==> config.mk <==
export PLATFORM = sky130hd
export DESIGN_NAME = rs_bank
export DESIGN_NICKNAME = d
export VERILOG_FILES = /design/src/rtl/rs_bank.sv
export SDC_FILE = /design/constraint.sdc
export NUM_CORES = 1
export LEC_CHECK = 0
export ABC_AREA = 1
export CAP_MARGIN = 10
export CORE_AREA = 4 4 246 248
export CTS_BUF_LIST = sky130_fd_sc_hd__clkbuf_4
export DETAILED_ROUTE_END_ITERATION = 8
export DIE_AREA = 0 0 250 252
export PLACE_DENSITY_LB_ADDON = 0.1
export SYNTH_ARGS = -nofsm -noshare
export SYNTH_HDL_FRONTEND = slang
export SYNTH_SLANG_ARGS = --single-unit
export TNS_END_PERCENT = 50
==> constraint.sdc <==
create_clock -name clock -period 9.93 [get_ports clock]
set_input_delay 1.4895 -clock clock [delete_from_list [all_inputs] [get_ports clock]]
set_output_delay 1.4895 -clock clock [all_outputs]
set_load 0.01 [all_outputs]
==> src/rtl/rs_bank.sv <==
// Reservation station bank: holds dispatched ops until both operands are
// available, snoops the CDB for wakeup, and issues the oldest ready entry.
module rs_bank #(
    parameter int RS_DEPTH      = 4,
    parameter int TAG_BITS      = 5,
    parameter int XLEN          = 32,
    parameter int ALU_FUNC_BITS = 4
) (
    input  logic                          clock,
    input  logic                          reset,
    input  logic                          disp_valid,
    input  logic [TAG_BITS-1:0]           disp_rob_tag,
    input  logic [XLEN-1:0]               disp_opa,
    input  logic [XLEN-1:0]               disp_opb,
    input  logic                          disp_opa_valid,
    input  logic                          disp_opb_valid,
    input  logic [TAG_BITS-1:0]           disp_opa_tag,
    input  logic [TAG_BITS-1:0]           disp_opb_tag,
    input  logic [ALU_FUNC_BITS-1:0]      disp_alu_func,
    input  logic [31:0]                   disp_npc,
    input  logic                          disp_rd_mem,
    input  logic                          disp_wr_mem,
    output logic                          disp_ready,
    output logic [$clog2(RS_DEPTH):0]     free_count,
    input  logic                          cdb_valid,
    input  logic [TAG_BITS-1:0]           cdb_tag,
    input  logic [XLEN-1:0]               cdb_data,
    output logic                          issue_valid,
    output logic [XLEN-1:0]               issue_opa,
    output logic [XLEN-1:0]               issue_opb,
    output logic [TAG_BITS-1:0]           issue_rob_tag,
    output logic [ALU_FUNC_BITS-1:0]      issue_alu_func,
    output logic [31:0]                   issue_npc,
    output logic                          issue_rd_mem,
    output logic                          issue_wr_mem,
    input  logic                          fu_ready,
    input  logic                          flush
);
    localparam int IW = $clog2(RS_DEPTH);
    localparam int CW = IW + 1;

    typedef struct packed {
        logic                     valid;
        logic [XLEN-1:0]          opa;
        logic [XLEN-1:0]          opb;
        logic                     opa_valid;
        logic                     opb_valid;
        logic [TAG_BITS-1:0]      opa_tag;
        logic [TAG_BITS-1:0]      opb_tag;
        logic [TAG_BITS-1:0]      rob_tag;
        logic [ALU_FUNC_BITS-1:0] func;
        logic [31:0]              npc;
        logic                     rd_mem;
        logic                     wr_mem;
        logic [IW-1:0]            age;     // 0 = oldest; ranks are dense over valid entries
    } entry_t;

    entry_t ents [RS_DEPTH];

    logic          sel_found;
    logic [IW-1:0] sel_idx;
    logic [IW-1:0] sel_age;
    logic [IW-1:0] disp_idx;
    logic [IW-1:0] new_age;
    logic          disp_fire;
    logic          issue_fire;
    logic          byp_a;
    logic          byp_b;
    entry_t        nent;

    // Oldest ready entry: smallest age rank among entries with both operands.
    always_comb begin
        sel_found = 1'b0;
        sel_idx   = '0;
        sel_age   = '0;
        for (int i = 0; i < RS_DEPTH; i++) begin
            if (ents[i].valid && ents[i].opa_valid && ents[i].opb_valid &&
                (!sel_found || ents[i].age < sel_age)) begin
                sel_found = 1'b1;
                sel_idx   = IW'(i);
                sel_age   = ents[i].age;
            end
        end
    end

    always_comb begin
        disp_idx = '0;
        for (int i = RS_DEPTH - 1; i >= 0; i--) begin
            if (!ents[i].valid) disp_idx = IW'(i);
        end
    end

    assign disp_ready  = (free_count != '0);
    assign issue_valid = sel_found;
    assign disp_fire   = disp_valid && disp_ready;
    assign issue_fire  = issue_valid && fu_ready;
    // New entry ranks behind every entry that survives this edge.
    assign new_age     = IW'(CW'(RS_DEPTH) - free_count - CW'(issue_fire));
    assign byp_a       = !disp_opa_valid && cdb_valid && (disp_opa_tag == cdb_tag);
    assign byp_b       = !disp_opb_valid && cdb_valid && (disp_opb_tag == cdb_tag);

    always_comb begin
        nent           = '0;
        nent.valid     = 1'b1;
        nent.opa       = byp_a ? cdb_data : disp_opa;
        nent.opb       = byp_b ? cdb_data : disp_opb;
        nent.opa_valid = disp_opa_valid || byp_a;
        nent.opb_valid = disp_opb_valid || byp_b;
        nent.opa_tag   = disp_opa_tag;
        nent.opb_tag   = disp_opb_tag;
        nent.rob_tag   = disp_rob_tag;
        nent.func      = disp_alu_func;
        nent.npc       = disp_npc;
        nent.rd_mem    = disp_rd_mem;
        nent.wr_mem    = disp_wr_mem;
        nent.age       = new_age;
    end

    always_comb begin
        issue_opa      = '0;
        issue_opb      = '0;
        issue_rob_tag  = '0;
        issue_alu_func = '0;
        issue_npc      = '0;
        issue_rd_mem   = 1'b0;
        issue_wr_mem   = 1'b0;
        if (issue_valid) begin
            issue_opa      = ents[sel_idx].opa;
            issue_opb      = ents[sel_idx].opb;
            issue_rob_tag  = ents[sel_idx].rob_tag;
            issue_alu_func = ents[sel_idx].func;
            issue_npc      = ents[sel_idx].npc;
            issue_rd_mem   = ents[sel_idx].rd_mem;
            issue_wr_mem   = ents[sel_idx].wr_mem;
        end
    end

    always_ff @(posedge clock) begin
        if (reset || flush) begin
            for (int i = 0; i < RS_DEPTH; i++) ents[i].valid <= 1'b0;
            free_count <= CW'(RS_DEPTH);
        end else begin
            for (int i = 0; i < RS_DEPTH; i++) begin
                if (ents[i].valid) begin
                    if (cdb_valid && !ents[i].opa_valid && ents[i].opa_tag == cdb_tag) begin
                        ents[i].opa       <= cdb_data;
                        ents[i].opa_valid <= 1'b1;
                    end
                    if (cdb_valid && !ents[i].opb_valid && ents[i].opb_tag == cdb_tag) begin
                        ents[i].opb       <= cdb_data;
                        ents[i].opb_valid <= 1'b1;
                    end
                    // Close the rank gap left by the issuing entry.
                    if (issue_fire && ents[i].age > sel_age) ents[i].age <= ents[i].age - 1'b1;
                end
            end
            if (issue_fire) ents[sel_idx].valid <= 1'b0;
            if (disp_fire)  ents[disp_idx] <= nent;
            free_count <= free_count - CW'(disp_fire) + CW'(issue_fire);
        end
    end
endmodule

==> run summary <==
The flow ran to the end, and the final reports show no timing, DRC or antenna violations. Along the worst path, the maximum fanout reaches 180. The maximum number of pins on one net before global-route repair came out at 181. The minimum setup slack among reg-to-reg paths is about 3.7 ns. For this design the top-level I/O count stands at between 200 and 300. The number of endpoints with negative hold slack in the final report is 0.

The clock slew seen by the registers of the worst setup and hold paths is about 0.060 ns. The clock latency at the later pin of the worst-skew pair is between 0.9 and 1 ns. The post-route fraction of the period consumed by the critical path came out at 0.8264. Measured on the finished design, the core utilization comes to 0.4836. The area fraction of the dominant cell type after synthesis came out at 0.6171.

The required time at the worst-slack endpoint is between 8 and 9 ns. The initial standard-cell utilization of the core is 0.3962. The number of global-route vias before repair was 18.51k. The most numerous cell type found on the critical path is sky130_fd_sc_hd__nand2_1. The fraction of registers with async set or reset after synthesis came out at 0. The post-detailed-route wirelength per cell came out at 21.42 µm. The first global-routing pass estimated 110700 µm of wire. The synthesized design contains between 400 and 500 enable-type register cells. Broken down by cell family, the worst path's largest delay share belongs to simple AND/OR/NAND/NOR gates. Measured in cells, the most critical reg-to-reg path has a length of 25. The slew of the pin with the lowest slew margin is ~1.1 ns. The arrival time of the worst setup path came out at 6.72 ns. The post-synthesis register bit count is 491. The warning count from the yosys run is 0. The global-route met2 utilization is 0.3694. Power spread over the standard cell area amounts to between 150 and 200 nW/µm². The count of buffering cells on the critical path with inverters included is 2. For this design the total switching power over the nets is 1058 µW. The y dimension of the die is 252 µm. The clock tree synthesis step divided the H-tree into 4 levels.

The clock period minus worst slack came out at slightly above 8 ns. The max-slew headroom at the worst pin is 0.2396. The routing usage on met1 came out at 0.3094.

Post-CTS timing repair inserted 0 buffers for setup. The total of cells resized after clock tree synthesis came out at 0. The global placer's final weighted congestion came out at just over 0.8.

In this run the worst setup path terminates at issue_npc[11]. The detailed placement HPWL came out at ~42000 µm. Row generation in the floorplan step produced between 80 and 90 rows. The main flop type after synthesis is sky130_fd_sc_hd__edfxtp_1.

The total of endpoints with negative setup slack in the final report is 0. The global-route usage over all layers is 0.2297. The class of the tightest hold or removal check is flip-flop to flip-flop. The worst hold margin is 0.4831 ns.

Across the run, the number of max-cap violations was 0. The largest individual stage delay along the critical path comes from the cell sky130_fd_sc_hd__nand2_8. The routed via count divided by cell count is around 5.4. The worst-case vdd ir drop is roughly 100 µV.

The distinct cell type count after synthesis came out at 40. The area of the placeable core came out at between 50000 and 60000 µm². met2 is the most crowded layer. The number of hold buffers added after CTS was 0.

The worst setup path is of the flip-flop to primary output kind. Setup repair after global routing left no endpoint under its margin. After global routing the overflow that remains totals 0. The sequential cell area fraction in the yosys report came out at 0.6301.

STA classifies the critical path startpoint as a flip-flop. The worst setup path is captured at a primary output. In this run the static leakage power is approximately 0.011 µW. The startpoint identified for the worst register-to-register timing path is ents[0][56]. The worst-case clock buffer depth came out at 3.

The residual DRC count came out at 0. The number of sinks on the clock net came out at just under 500. After synthesis the cells add up to approximately 23000 µm². The number of antenna violations at the first check in global routing came out at 4. The accumulated negative setup slack came out at 0 ns. The detail route stage leaves a number of antenna-violating nets equal to 0. The switching part of the total power came out at 0.2328. The largest single stage delay on the critical path is between 0.9 and 1 ns. In this run the number of cells on the critical path is 27. The completed layout was analyzed and its total power is between 4000 and 5000 µW.

In the post-synthesis netlist, the biggest area contributors are sky130_fd_sc_hd__edfxtp_1 62%, sky130_fd_sc_hd__nand3_1 9.7%, sky130_fd_sc_hd__nand2_1 6.6%. For this block, the routed nets add up to ~73000 µm of wire. In this run the worst setup path begins at ents[0][56]. The final layout net count is between 2k and 3k. The number of buffers created by CTS is approximately 140. The share of total power dissipated in the clock network is 0.414. In the global route stage, met3 resource usage came out at 0.05463. The post-synthesis area per instance came out at between 10 and 15 µm². The ratio of cells with drive above 1 in the final layout is 0.1113. CTS placed an instance of sky130_fd_sc_hd__clkbuf_4 at the clock tree root.

The floorplan step set the die width to around 250 µm. The final route contains around 19k vias. The clock tree skew after final layout came out at between 0.04 and 0.05 ns. The synthesized net count came out at around 2.4k. The clock tree from TritonCTS is yes. Of all cell types, the one taking the most synthesized area is sky130_fd_sc_hd__edfxtp_1. The first detailed-routing pass took 6 iterations.

The max-slew violation count came to 0. The cell internal power dissipation is roughly 3500 µW. The worst path setup slack after routing came out at 1.724 ns.

The worst slack at placement is between 2 and 3 ns. The reg-to-reg critical path endpoint is ents[2][0]. The proportion of power drawn by flip-flops and latches is 0.510. The number of instances in the synthesized netlist came out at about 2.3k. The part of the total power dissipated in combinational logic is 0.076. The die covers between 60000 and 70000 µm². In this run, the number of DRC markers left after iteration 0 of detailed routing was between 1k and 1.5k. The area added between synthesis and finish came out at 22.06%. The highest achievable clock rate came out at between 100 and 150 MHz. The count of buffers added on input and output ports is approximately 270.
-- cell usage after synthesis, types with 4 or more instances --
master / n
sky130_fd_sc_hd__o22ai_1: 17
sky130_fd_sc_hd__o41ai_1: 4
sky130_fd_sc_hd__buf_1: 15
sky130_fd_sc_hd__nor2_1: 235
sky130_fd_sc_hd__ha_1: 14
sky130_fd_sc_hd__mux2i_1: 64
sky130_fd_sc_hd__o21ai_0: 289
sky130_fd_sc_hd__edfxtp_1: 476
sky130_fd_sc_hd__a2111oi_0: 4
sky130_fd_sc_hd__nand4_1: 4
sky130_fd_sc_hd__or2_2: 11
sky130_fd_sc_hd__nand2_1: 408
sky130_fd_sc_hd__clkbuf_1: 94
sky130_fd_sc_hd__xor2_1: 9
sky130_fd_sc_hd__buf_4: 4
sky130_fd_sc_hd__buf_6: 12
sky130_fd_sc_hd__nor3_1: 6
sky130_fd_sc_hd__o2111ai_1: 5
sky130_fd_sc_hd__inv_1: 55
sky130_fd_sc_hd__buf_2: 36
sky130_fd_sc_hd__nand3_1: 448
sky130_fd_sc_hd__dfxtp_1: 15
-- tightest hold or removal path: stages (launching register included) --
cell	delay [ns]
sky130_fd_sc_hd__dfxtp_1	0.33
sky130_fd_sc_hd__o22ai_1	0.08
sky130_fd_sc_hd__inv_1	0.05
-- logic make-up (layout without fill, tap and decap cells) --
kind of cell / count (synthesis) / after routing / share of synthesized area
XOR/XNOR: 11 / 11 / 0.004160
flip-flops: 491 / 491 / 0.6301
buffers and inverters: 220 / 602 / 0.04214
AO/OA/AOI/OAI: 335 / 335 / 0.07687
multiplexers: 64 / 64 / 0.02766
AND/OR/NAND/NOR: 1124 / 1124 / 0.2106
other: 0 / 4 / 0
adder cells (fa/ha/maj): 15 / 15 / 0.008428
-- per-layer routing --
metal  share of wire  vias to the layer above
met1            0.43                     9002
met5         0.00040                        -
li1                -                     8742
met4           0.025                        4
met2            0.47                      705
met3           0.072                      125
-- cell usage in the layout, fill, tap and decap left out, drive strengths merged, types with 4 or more instances in the layout --
cell type        n
edfxtp         476
nand3          448
nand2          413
o21ai          291
clkdlybuf4s50  273
nor2           237
clkbuf         211
mux2i           64
inv             62
buf             31
clkinv          22
o22ai           17
dfxtp           15
ha              14
or2             11
xor2             9
nor3             7
o2111ai          5
diode            4
a2111oi          4
o41ai            4
nand4            4
a21oi            4
-- power groups by stage --
stage | Sequential (µW) | Clock (µW) | Combinational [µW]
4_1_cts | 2320 | 1940 | 348
3_5_place_dp | 2360 | 0 | 346
2_1_floorplan | 2360 | 0 | 156
5_1_grt | 2320 | 2060 | 381
6_report | 2320 | 1880 | 346
3_3_place_gp | 2360 | 0 | 342
-- flip-flops by register name, summed over array words and instances (netlist names) --
register	count
free_count	3
ents	488
-- through the flow --
| stage | cell area [µm²] | instances |
|---|---|---|
| after floorplan | 23160 | 2260 |
| after global placement | 26490 | 3176 |
| after detailed placement | 26490 | 3176 |
| after CTS | 28260 | 3415 |
| after global routing | 28260 | 3416 |
| final | 28270 | 3419 |
-- worst min path at each step --
| stage | slack [ns] | to | from | cells past startpoint |
|---|---|---|---|---|
| 6_report | 0.48 | ents[1][56] | ents[1][56] | 2 |
| 5_1_grt | 0.52 | ents[1][56] | ents[1][56] | 2 |
| 4_1_cts | 0.48 | ents[1][56] | ents[1][56] | 2 |
| 3_5_place_dp | 0.47 | ents[1][56] | ents[1][56] | 2 |
| 3_3_place_gp | 0.45 | ents[1][56] | ents[1][56] | 2 |
| 2_1_floorplan | 0.44 | ents[1][56] | ents[1][56] | 2 |
-- area by class of cell --
type / instances / area [µm²]
diodes: 4 / 10.01
inverters: 59 / 224.0
clock buffers: 211 / 1584
flip-flops and latches: 491 / 14590
clock inverters: 28 / 186.4
well taps: 773 / 967.2
fillers: 5533 / 30190
multi-input cells: 1549 / 7727
repair buffers: 304 / 2978
No activity file was read; power rests on OpenSTA's default activity.
